**src/rtl/mvp_pkg.sv**
```systemverilog
// Shared types for the matrix-vector product stream sequencer.
// Dimension and word width are fixed here; the sequencer supports only DIM = 4.
package mvp_pkg;

  localparam int DIM    = 4;
  localparam int DATA_W = 16;

  typedef logic [DATA_W-1:0] word_t;

  typedef enum logic [1:0] {
    LOAD_MAT,
    LOAD_VEC,
    CAPTURE,
    EMIT
  } state_t;

  // Row-major position of matrix element (r,c) in the flat operand bus.
  function automatic int flat_idx(input int r, input int c);
    return r * DIM + c;
  endfunction

endpackage

```
**src/rtl/mvp_result_serializer.sv**
```systemverilog
// Registers the four product words on capture, then emits them one per handshake.
// Data is valid 1 cycle after capture; out_data/out_last hold steady while out_ready is low.
module mvp_result_serializer
  import mvp_pkg::*;
(
  input  logic                  clk,
  input  logic                  rst_n,
  input  logic                  capture,
  input  logic [DIM*DATA_W-1:0] prod_flat,
  input  logic                  out_ready,
  output logic [DATA_W-1:0]     out_data,
  output logic                  out_valid,
  output logic                  out_last,
  output logic                  done
);

  localparam int             EW   = $clog2(DIM);
  localparam logic [EW-1:0]  LAST = EW'(DIM - 1);

  word_t         res_q [DIM];
  logic          vld_q;
  logic [EW-1:0] eidx_q;
  logic          fire;

  assign fire = vld_q && out_ready;
  assign done = fire && (eidx_q == LAST);

  always_ff @(posedge clk) begin
    if (!rst_n) begin
      for (int i = 0; i < DIM; i++) res_q[i] <= '0;
      vld_q  <= 1'b0;
      eidx_q <= '0;
    end else if (capture) begin
      for (int i = 0; i < DIM; i++) res_q[i] <= prod_flat[i*DATA_W +: DATA_W];
      vld_q  <= 1'b1;
      eidx_q <= '0;
    end else if (fire) begin
      if (eidx_q == LAST) begin
        vld_q  <= 1'b0;
        eidx_q <= '0;
      end else begin
        eidx_q <= eidx_q + 1'b1;
      end
    end
  end

  assign out_valid = vld_q;
  assign out_data  = res_q[eidx_q];
  assign out_last  = vld_q && (eidx_q == LAST);

endmodule

```
**src/rtl/mvp_stream_sequencer.sv**
```systemverilog
// Loads matrix/vector operands from a word stream and streams back the four products.
// Last input beat to first result: 2 cycles; input is refused (in_ready=0) during capture and emit.
module mvp_stream_sequencer #(
  parameter int DIM    = 4,
  parameter int DATA_W = 16
) (
  input  logic                      clk,
  input  logic                      rst_n,
  input  logic [DATA_W-1:0]         in_data,
  input  logic                      in_valid,
  output logic                      in_ready,
  input  logic                      in_vec_only,
  output logic [DIM*DIM*DATA_W-1:0] mat_flat,
  output logic [DIM*DATA_W-1:0]     vec_flat,
  input  logic [DIM*DATA_W-1:0]     prod_flat,
  output logic [DATA_W-1:0]         out_data,
  output logic                      out_valid,
  input  logic                      out_ready,
  output logic                      out_last,
  output logic                      busy
);

  import mvp_pkg::*;

  localparam int NM = DIM * DIM;
  localparam int IW = $clog2(NM);
  localparam int VW = $clog2(DIM);
  localparam logic [IW-1:0] MAT_LAST = IW'(NM - 1);
  localparam logic [IW-1:0] VEC_LAST = IW'(DIM - 1);

  state_t            state_q, state_d;
  logic [IW-1:0]     idx_q, idx_d;
  logic [DATA_W-1:0] mat_q [NM];
  logic [DATA_W-1:0] vec_q [DIM];
  logic              acc;
  logic              mat_we;
  logic              vec_we;
  logic [VW-1:0]     vec_sel;
  logic              capture;
  logic              emit_done;

  assign in_ready = (state_q == LOAD_MAT) || (state_q == LOAD_VEC);
  assign acc      = in_valid && in_ready;
  // Idle means waiting for the first beat of a frame; anything else is mid-frame.
  assign busy     = (state_q != LOAD_MAT) || (idx_q != '0);

  always_comb begin
    state_d = state_q;
    idx_d   = idx_q;
    mat_we  = 1'b0;
    vec_we  = 1'b0;
    vec_sel = idx_q[VW-1:0];
    capture = 1'b0;
    case (state_q)
      LOAD_MAT: begin
        if (acc) begin
          if ((idx_q == '0) && in_vec_only) begin
            vec_we  = 1'b1;
            vec_sel = '0;
            state_d = LOAD_VEC;
            idx_d   = IW'(1);
          end else begin
            mat_we = 1'b1;
            if (idx_q == MAT_LAST) begin
              state_d = LOAD_VEC;
              idx_d   = '0;
            end else begin
              idx_d = idx_q + 1'b1;
            end
          end
        end
      end
      LOAD_VEC: begin
        if (acc) begin
          vec_we = 1'b1;
          if (idx_q == VEC_LAST) begin
            state_d = CAPTURE;
            idx_d   = '0;
          end else begin
            idx_d = idx_q + 1'b1;
          end
        end
      end
      CAPTURE: begin
        capture = 1'b1;
        state_d = EMIT;
        idx_d   = '0;
      end
      EMIT: begin
        if (emit_done) begin
          state_d = LOAD_MAT;
          idx_d   = '0;
        end
      end
      default: begin
        state_d = LOAD_MAT;
        idx_d   = '0;
      end
    endcase
  end

  always_ff @(posedge clk) begin
    if (!rst_n) begin
      state_q <= LOAD_MAT;
      idx_q   <= '0;
      for (int i = 0; i < NM; i++) mat_q[i] <= '0;
      for (int i = 0; i < DIM; i++) vec_q[i] <= '0;
    end else begin
      state_q <= state_d;
      idx_q   <= idx_d;
      if (mat_we) mat_q[idx_q] <= in_data;
      if (vec_we) vec_q[vec_sel] <= in_data;
    end
  end

  for (genvar r = 0; r < DIM; r++) begin : g_row
    for (genvar c = 0; c < DIM; c++) begin : g_col
      localparam int K = flat_idx(r, c);
      assign mat_flat[K*DATA_W +: DATA_W] = mat_q[K];
    end
    assign vec_flat[r*DATA_W +: DATA_W] = vec_q[r];
  end

  mvp_result_serializer u_ser (
    .clk       (clk),
    .rst_n     (rst_n),
    .capture   (capture),
    .prod_flat (prod_flat),
    .out_ready (out_ready),
    .out_data  (out_data),
    .out_valid (out_valid),
    .out_last  (out_last),
    .done      (emit_done)
  );

endmodule

```
**config.mk**
```make
export PLATFORM = sky130hd
export DESIGN_NAME = mvp_stream_sequencer
export DESIGN_NICKNAME = d
export VERILOG_FILES = /design/src/rtl/mvp_pkg.sv /design/src/rtl/mvp_result_serializer.sv /design/src/rtl/mvp_stream_sequencer.sv
export SDC_FILE = /design/constraint.sdc
export NUM_CORES = 1
export LEC_CHECK = 0
export ABC_AREA = 1
export CAP_MARGIN = 15
export CORE_MARGIN = 2
export CORE_UTILIZATION = 25
export CTS_BUF_LIST = sky130_fd_sc_hd__clkbuf_4 sky130_fd_sc_hd__clkbuf_8 sky130_fd_sc_hd__clkbuf_16
export DETAILED_ROUTE_END_ITERATION = 8
export GPL_TIMING_DRIVEN = 1
export SETUP_SLACK_MARGIN = 0.02
export SYNTH_ARGS = -nofsm -noshare
export SYNTH_HDL_FRONTEND = slang
export SYNTH_SLANG_ARGS = --single-unit
```
**constraint.sdc**
```tcl
create_clock -name clk -period 8 [get_ports clk]
set_input_delay 2 -clock clk [delete_from_list [all_inputs] [get_ports clk]]
set_output_delay 2 -clock clk [all_outputs]
set_load 0.01 [all_outputs]
```
## Word-level counts from Yosys, hierarchy flattened

Memory sizes are Yosys's and may differ from the RTL's. A register that Yosys moved wholly into a read port is not among the register bits.
Index checks and enable logic that the tools add are counted.

| cells by class | value |
|---|---|
| reduce and logical (&&, ||, !) cells | 19 |
| bitwise operators | 5 |
| mux-type cells | 51 |
| eq/ne operators | 11 |
| $add $sub $neg | 2 |

Operators by type and width:

| kind | count |
|---|---|
| $mux W16 | 6 |
| $reduce_or A16 Y1 | 2 |
| $mux W4 | 7 |
| $mux W2 | 13 |
| $mux W1 | 22 |
| $pmux W4 S4 | 1 |
| $pmux W2 S4 | 1 |
| $eq A2 B2 Y1 const B | 3 |
| $ne A2 B2 Y1 const B | 3 |
| $reduce_bool A2 Y1 | 3 |
| $logic_and A1 B1 Y1 | 5 |
| $reduce_and A5 Y1 | 1 |
| $add A4 B1 Y4 const B | 1 |
| $eq A4 B2 Y1 const B | 1 |
| $eq A4 B4 Y1 const B | 1 |
| $logic_not A4 Y1 | 1 |
| $or A1 B1 Y1 | 4 |
| $reduce_bool A4 Y1 | 1 |
| $ne A3 B1 Y1 const B | 1 |
| $reduce_and A3 Y1 | 1 |
| $add A2 B1 Y2 const B | 1 |
| $eq A2 B1 Y1 const B | 1 |
| $logic_not A2 Y1 | 1 |
| $logic_or A1 B1 Y1 | 2 |
| other kinds (5) | 5 |

| word-level totals | value |
|---|---|
| memories | 3 |
| RAM bits | 384 |
| register bits | 9 |
| logic and storage cells | 95 |

Memories:

| memory | depth | width | rd ports | clocked after memory_dff | wr ports | line | source |
|---|---|---|---|---|---|---|---|
| mat_q | 16 | 16 | 16 | 0 | 16 | mvp_stream_sequencer.sv:33 | `logic [DATA_W-1:0] mat_q [NM];` |
| u_ser.res_q | 4 | 16 | 1 | 1 | 4 | mvp_result_serializer.sv:20 | `word_t res_q [DIM];` |
| vec_q | 4 | 16 | 4 | 0 | 4 | mvp_stream_sequencer.sv:34 | `logic [DATA_W-1:0] vec_q [DIM];` |

## Longest topological paths before layout

Gate-level depths: netlist of run 1.

| depth | value |
|---|---|
| depth after elaboration | 10 |
| depth in mapped cells | 12 |

## Cells and area by module

A second synthesis of run 1 with hierarchy kept.

| unflattened totals | value |
|---|---|
| cells, all modules | 1248 |
| area total of the unflattened synthesis | 15504.9 µm² |

By module, submodules not included:

| module | cells each | sequential area each (µm²) | instances | area each (µm²) |
|---|---|---|---|---|
| mvp_stream_sequencer | 849 | 9729.3 | 1 | 12131.6 |
| mvp_result_serializer | 399 | 2021.9 | 1 | 3373.2 |

## Least setup slack after synthesis of run 1

Ideal clock, no wire load.

| timing path | value |
|---|---|
| path type | input port to flip-flop |
| start point | in rst_n |
| end point | mem u_ser.res_q[0][0] (netlist bit) (enable) |
| data arrival time | 3627 ps |
| buffers on the path | 1 |
| stages on the path | 4 |
| data required time | 7580 ps |
| setup slack | 3953 ps |
| cells stage by stage | buf_2 -> inv_1 -> nor2_1 -> inv_1 |

RTL lines:

| element | line | source |
|---|---|---|
| from (decl) | mvp_stream_sequencer.sv:8 | `input logic rst_n,` |
| to (decl) | mvp_result_serializer.sv:20 |  |

==> results of run 1 <==
Yosys cell counts, types with 2 or more instances:
library cell,instances,share of area (%)
a21oi_1,7,0.23
buf_1,4,0.10
buf_2,12,0.40
buf_6,8,0.60
clkbuf_1,46,1.1
dfxtp_1,11,1.5
edfxtp_1,384,77
ha_1,9,0.75
inv_1,107,2.7
nand2_1,55,1.4
nand2_2,12,0.50
nand3_1,5,0.17
nand3_2,9,0.60
nor2_1,429,11
nor2_4,4,0.30
nor3_1,2,0.067
o21ai_0,36,1.2
o22ai_1,16,0.67
placed cells by master (no fill, tap or decap), types with 13 or more instances in the layout:
cell | netlist | layout
nor2_1 | 429 | 429
clkbuf_16 | 0 | 43
inv_1 | 107 | 106
o21ai_0 | 36 | 36
o22ai_1 | 16 | 16
clkdlybuf4s50_1 | 0 | 423
edfxtp_1 | 384 | 384
nand2_1 | 55 | 54
nand2_2 | 12 | 13
worst paths after layout:
check | start | end | slack, ns | cells past startpoint
setup / recovery | flop | out_data[8] | 3.17 | 5
hold / removal | u_ser.eidx_q[1]$_SDFFE_PP0P_ | flop | 0.49 | 2
setup reg to reg | idx_q[0]$_SDFFE_PN0P_ | mat_q[11][3]$_SDFFCE_PN0P_ | 4.98 | 7
hold reg to reg | u_ser.eidx_q[1]$_SDFFE_PP0P_ | flop | 0.49 | 2
cell families (layout without fill, tap and decap cells):
kind of cell               count (synthesis)  after routing
AOI/OAI and AO/OA                         60             60
and+or+nand+nor                          519            519
DFF                                      395            395
adders and majority gates                  9              9
buffers and inverters                    182            622
cell type report:
class	instances	area, sq um	share of cell area, %
Clock inverter	28	256	1.20
Inverter	110	418	1.96
Timing Repair Buffer	435	4320	20.2
Multi-Input combinational cell	588	2530	11.8
Clock buffer	49	1120	5.25
Sequential cell	395	11800	55.0
Tap cell	773	967	4.53
routing by layer:
metal  GRT usage [%]  routed length, um  vias to the layer above
met5               0                 12                        -
met2            27.2              25100                      512
li1                -                  -                     4661
met3            3.62               3900                       69
met4            4.68               1310                        2
met1            21.5              21900                     5140
power groups by stage:
stage          Clock, W  Combinational [W]  Sequential (W)
3_3_place_gp          0           0.000932         0.00264
2_1_floorplan         0           0.000376         0.00266
5_1_grt         0.00206            0.00100         0.00261
3_5_place_dp          0           0.000934         0.00263
4_1_cts         0.00198           0.000941         0.00259
6_report        0.00194           0.000932         0.00259
registers in the layout (all words and copies together) (netlist names), named ones only:
name / flops
idx_q: 4
mat_q: 256
state_q: 2
u_ser.eidx_q: 2
u_ser.out_valid: 1
u_ser.res_q: 64
vec_q: 64
stage by stage:
step           area, sq um  hold slack (ns)  total power, W  worst slack [ns]
2_1_floorplan        15000            0.459         0.00303              3.95
3_3_place_gp         20000            0.476         0.00357              3.34
3_5_place_dp         20000            0.477         0.00357              3.31
4_1_cts              21400            0.488         0.00551              3.09
5_1_grt              21400            0.513         0.00567              2.87
6_report             21400            0.486         0.00547              3.17
tightest hold or removal path, delay by kind of cell (launching register included):
family | cells | cell delay, ns
DFF | 1 | 0.31
AOI/OAI and AO/OA | 1 | 0.06
and+or+nand+nor | 1 | 0.06
==> impl_metrics.py, run 1 <==
metrics = {
    "finish": {
        "final_nets": 1666,
        "drive_gt1_share_pct": 6.98,
        "areaGrowthSynthToFinish_pct": 42.0,
        "stdcell_count": 2378,
        "antenna_cells": 0,
        "utilization_pct": 36.1,
        "fill_cells": 5684,
    },
    "logic_synthesis": {
        "yosysSeqAreaShare_pct": 78.1,
        "syn-num-nets": 1259,
        "synth_compound_area_share_pct": 2.15,
        "synth_top_family_by_area": "simple AND/OR/NAND/NOR gates",
        "synth.distinct_cells": 27,
        "synth_cells": 1165,
        "synth_flop_cell": "edfxtp_1",
        "netlist_area_sq_um": 15000,
        "synthSimpleGateAreaFrac_pct": 13.9,
        "synthAdderAreaFrac_pct": 0.748,
        "synth_edf_count": 384,
        "synth-seq-cells": 395,
        "synth_mux_area_share_pct": 0,
        "yosys_warnings": 0,
        "synth-xor-area-share_pct": 0,
        "synth_async_sr_flop_share_pct": 0,
        "avgSynthCellArea_sq_um": 12.9,
    },
    "placement": {
        "dp.cells": 2301,
        "gp_congestion": 0.856,
        "portBuffers": 424,
        "hpwl_um": 37200,
    },
    "run": {
        "cap_violations": 0,
    },
    "clock_tree": {
        "root_buffer": "clkbuf_16",
        "htree_levels": 2,
        "worstSkewPairLatency_ns": 0.56,
        "cts_tree": "done",
        "clk_pin_slew_ns": 0.06,
        "numCtsBuffers": 42,
        "numClockSinks": 395,
        "cts.path.max_buffers": 3,
        "cts_resized": 0,
        "post_cts_buffers": 0,
        "hold_buffers": 0,
    },
    "routing": {
        "vias": 10400,
        "firstDrtPassIters": 5,
        "routed_wl_um": 52200,
        "via_per_inst": 4.37,
        "wl_per_cell_um": 22.0,
        "drtIter0Drc": 870,
        "ant_nets": 0,
        "drc": 0,
    },
    "power": {
        "p_seq_share_pct": 47.4,
        "power_density_nw_per_um2": 256,
        "internal-power_w": 0.00399,
        "switching_share_pct": 27.1,
        "switchingPower_w": 0.00148,
        "peakVddDrop_v": 0.000132,
        "combPwrFrac_pct": 17.0,
        "leakage_nw": 8.28,
        "p_clk_share_pct": 35.5,
    },
    "timing": {
        "grt_setup_unrepaired": "no",
        "final.period_utilization_pct": 60.3,
        "hold_violations": 0,
        "setup_tns_ns": 0,
        "skew_ns": 0.0205,
        "setup_viol": 0,
        "slew_headroom_pct": 21.1,
        "maxSlewViolCount": 0,
        "post-route-min-period_ns": 4.83,
        "fmax_ghz": 0.207,
        "worst_pin_slew_ns": 1.18,
    },
    "floorplanning": {
        "dieArea_sq_um": 62200,
        "initial_core_util_pct": 25.4,
        "die_w_um": 249,
        "io-pin-count": 425,
        "rows": 89,
        "dieHeight_um": 249,
        "core_sq_um": 59200,
    },
    "setup_path": {
        "startpoint_type": "flop",
        "crit_fanout": 33,
        "critical_path_required_ns": 6.00,
        "crit_arrival_ns": 2.83,
        "slowest_delay_ns": 0.72,
        "worst_path_max_delay_cell": "inv_1",
        "crit_buf_inv": 3,
        "crit_family": "buffers and inverters",
        "worstSetupEndpointType": "primary output",
        "crit_type": "reg -> out",
        "cp_cell_sequence": "buf_4 > inv_1 > o21ai_0 > o22ai_1 > clkdlybuf4s50_1",
    },
    "global_route": {
        "antenna_found_initial": 1,
        "grt_max_degree": 67,
        "gr-usage-all-layers_pct": 16.4,
        "grt_pass1_wl_um": 73800,
        "grt.overflow.total": 0,
        "grt_pass1_vias": 10200,
    },
    "min_path": {
        "hold_class": "reg -> reg",
    },
    "status": {
        "run_status": "completed",
    },
}
Note: power is estimated with default switching activity, not from simulation.
==> run 2: changes to the inputs <==
clock period = 4.2 ns   (was 8 ns; I/O delays follow)
==> run 2 against run 1 <==
- first-iteration DRC count shrank 16%
- wire length shrank 5.4%
- flip-flop and latch count is the same
- critical path depth shrank 1
- clock skew shrank 0.0091 ns
- via count shrank 0.44%
- global-route usage shrank 0.93 points
- clock-buffer cell count shrank 1
- final area grew 0.59%
- clock power grew 94%
- critical path type unchanged
- largest power group unchanged
==> impl_metrics.py, run 2 (synthesis results as in run 1) <==
metrics = {
    "status": {
        "run_status": "completed",
    },
    "finish": {
        "final_cell_mix": "429 x nor2_1, 423 x clkdlybuf4s50_1, 384 x edfxtp_1",
        "stdcell_count": 2392,
        "areaGrowthSynthToFinish_pct": 42.8,
        "largest_register": "mat_q",
        "drive_gt1_share_pct": 7.72,
        "antenna_cells": 0,
        "reg_top3": "mat_q (256), u_ser.res_q (64), vec_q (64)",
        "utilization_pct": 36.3,
        "largest_reg_flops": 256,
        "final_nets": 1680,
        "layout_commonest_cell": "nor2_1",
    },
    "setup_path": {
        "crit_buf_inv": 2,
        "ff2ff_setup_slack_ns": 1.26,
        "slowest_delay_ns": 0.73,
        "reg2reg_from": "idx_q[0]$_SDFFE_PN0P_",
        "startpoint_type": "flop",
        "worst_path_max_delay_cell": "inv_1",
        "crit_family": "buffers and inverters",
        "crit_fanout": 32,
        "critical_path_required_ns": 3.15,
        "crit_arrival_ns": 2.59,
        "worstSetupEndpointType": "primary output",
        "crit_type": "reg -> out",
        "cp_cell_sequence": "inv_1 > o21ai_0 > o22ai_1 > clkdlybuf4s50_1",
    },
    "floorplanning": {
        "rows": 89,
        "dieArea_sq_um": 62200,
        "die_w_um": 249,
        "initial_core_util_pct": 25.4,
        "core_sq_um": 59200,
        "dieHeight_um": 249,
        "io-pin-count": 425,
    },
    "timing": {
        "slew_headroom_pct": 25.7,
        "maxSlewViolCount": 0,
        "setup_viol": 0,
        "worst_pin_slew_ns": 1.11,
        "grt_setup_unrepaired": "no",
        "fmax_ghz": 0.275,
        "post-route-min-period_ns": 3.64,
        "hold_violations": 0,
        "final.period_utilization_pct": 86.6,
        "setup_tns_ns": 0,
        "skew_ns": 0.0114,
    },
    "global_route": {
        "grt.overflow.total": 0,
        "gr-usage-all-layers_pct": 15.4,
        "antenna_found_initial": 3,
        "grt_pass1_wl_um": 70500,
        "grt_max_degree": 66,
        "grt_pass1_vias": 10200,
    },
    "routing": {
        "drc": 0,
        "wl_per_cell_um": 20.7,
        "vias": 10300,
        "drtIter0Drc": 734,
        "firstDrtPassIters": 5,
        "via_per_inst": 4.32,
        "routed_wl_um": 49400,
        "ant_nets": 0,
    },
    "clock_tree": {
        "post_cts_buffers": 0,
        "cts_resized": 0,
        "worstSkewPairLatency_ns": 0.56,
        "numCtsBuffers": 43,
        "numClockSinks": 395,
        "clk_pin_slew_ns": 0.06,
        "htree_levels": 2,
        "hold_buffers": 0,
        "cts.path.max_buffers": 3,
        "root_buffer": "clkbuf_16",
        "cts_tree": "done",
    },
    "power": {
        "power_density_nw_per_um2": 486,
        "leakage_nw": 8.35,
        "peakVddDrop_v": 0.000253,
    },
    "placement": {
        "hpwl_um": 35000,
        "dp.cells": 2314,
        "portBuffers": 424,
        "gp_congestion": 0.799,
    },
    "min_path": {
        "hold_class": "reg -> reg",
        "holdCritStartpoint": "u_ser.eidx_q[1]$_SDFFE_PP0P_",
    },
    "run": {
        "cap_violations": 0,
    },
}
==> run 2: through the flow <==
step	worst slack, ns	hold slack [ns]	instance area (sq um)	power (W)
detailed placement	0.613	0.502	20100	0.00677
finish	0.564	0.505	21500	0.0104
global placement	0.680	0.478	20100	0.00676
floorplan	1.10	0.459	15000	0.00578
CTS	0.520	0.509	21500	0.0106
global route	0.336	0.552	21500	0.0108
==> run 2: where the power goes <==
part           internal [W]  leakage (nW)  switching [W]
Clock               0.00220         0.691        0.00157
Sequential          0.00478          4.07       0.000148
Combinational      0.000706          3.60        0.00105
==> run 2: final cells by class <==
cell class,count,area [sq um]
Tap cell,773,967
Timing Repair Buffer,448,4420
Fill cell,5650,37700
Inverter,110,418
Multi-Input combinational cell,588,2530
Clock buffer,48,1130
Clock inverter,30,275
Sequential cell,395,11800
==> run 2: routing by layer <==
layer | vias to the layer above | GRT usage (%) | share of wire [%]
met2 | 433 | 26.7 | 50
met4 | 6 | 3.55 | 1.8
met5 | - | 0 | 0.081
met1 | 5130 | 19.6 | 41
li1 | 4703 | - | -
met3 | 66 | 3.51 | 6.9
==> run 2: worst min-delay path, cell delays in order (launching register included) <==
cell and delay [ns]:
dfxtp_1 0.31, nand2_1 0.06, a21oi_1 0.07
==> run 2: path summary, 6_finish.rpt <==
kind | endpoint | depth (start not counted)
worst max-delay path | out_data[9] | 4
worst min-delay path | flop | 2
worst max register to register | vec_q[0][3]$_SDFFCE_PN0P_ | 8
worst min register to register | flop | 2
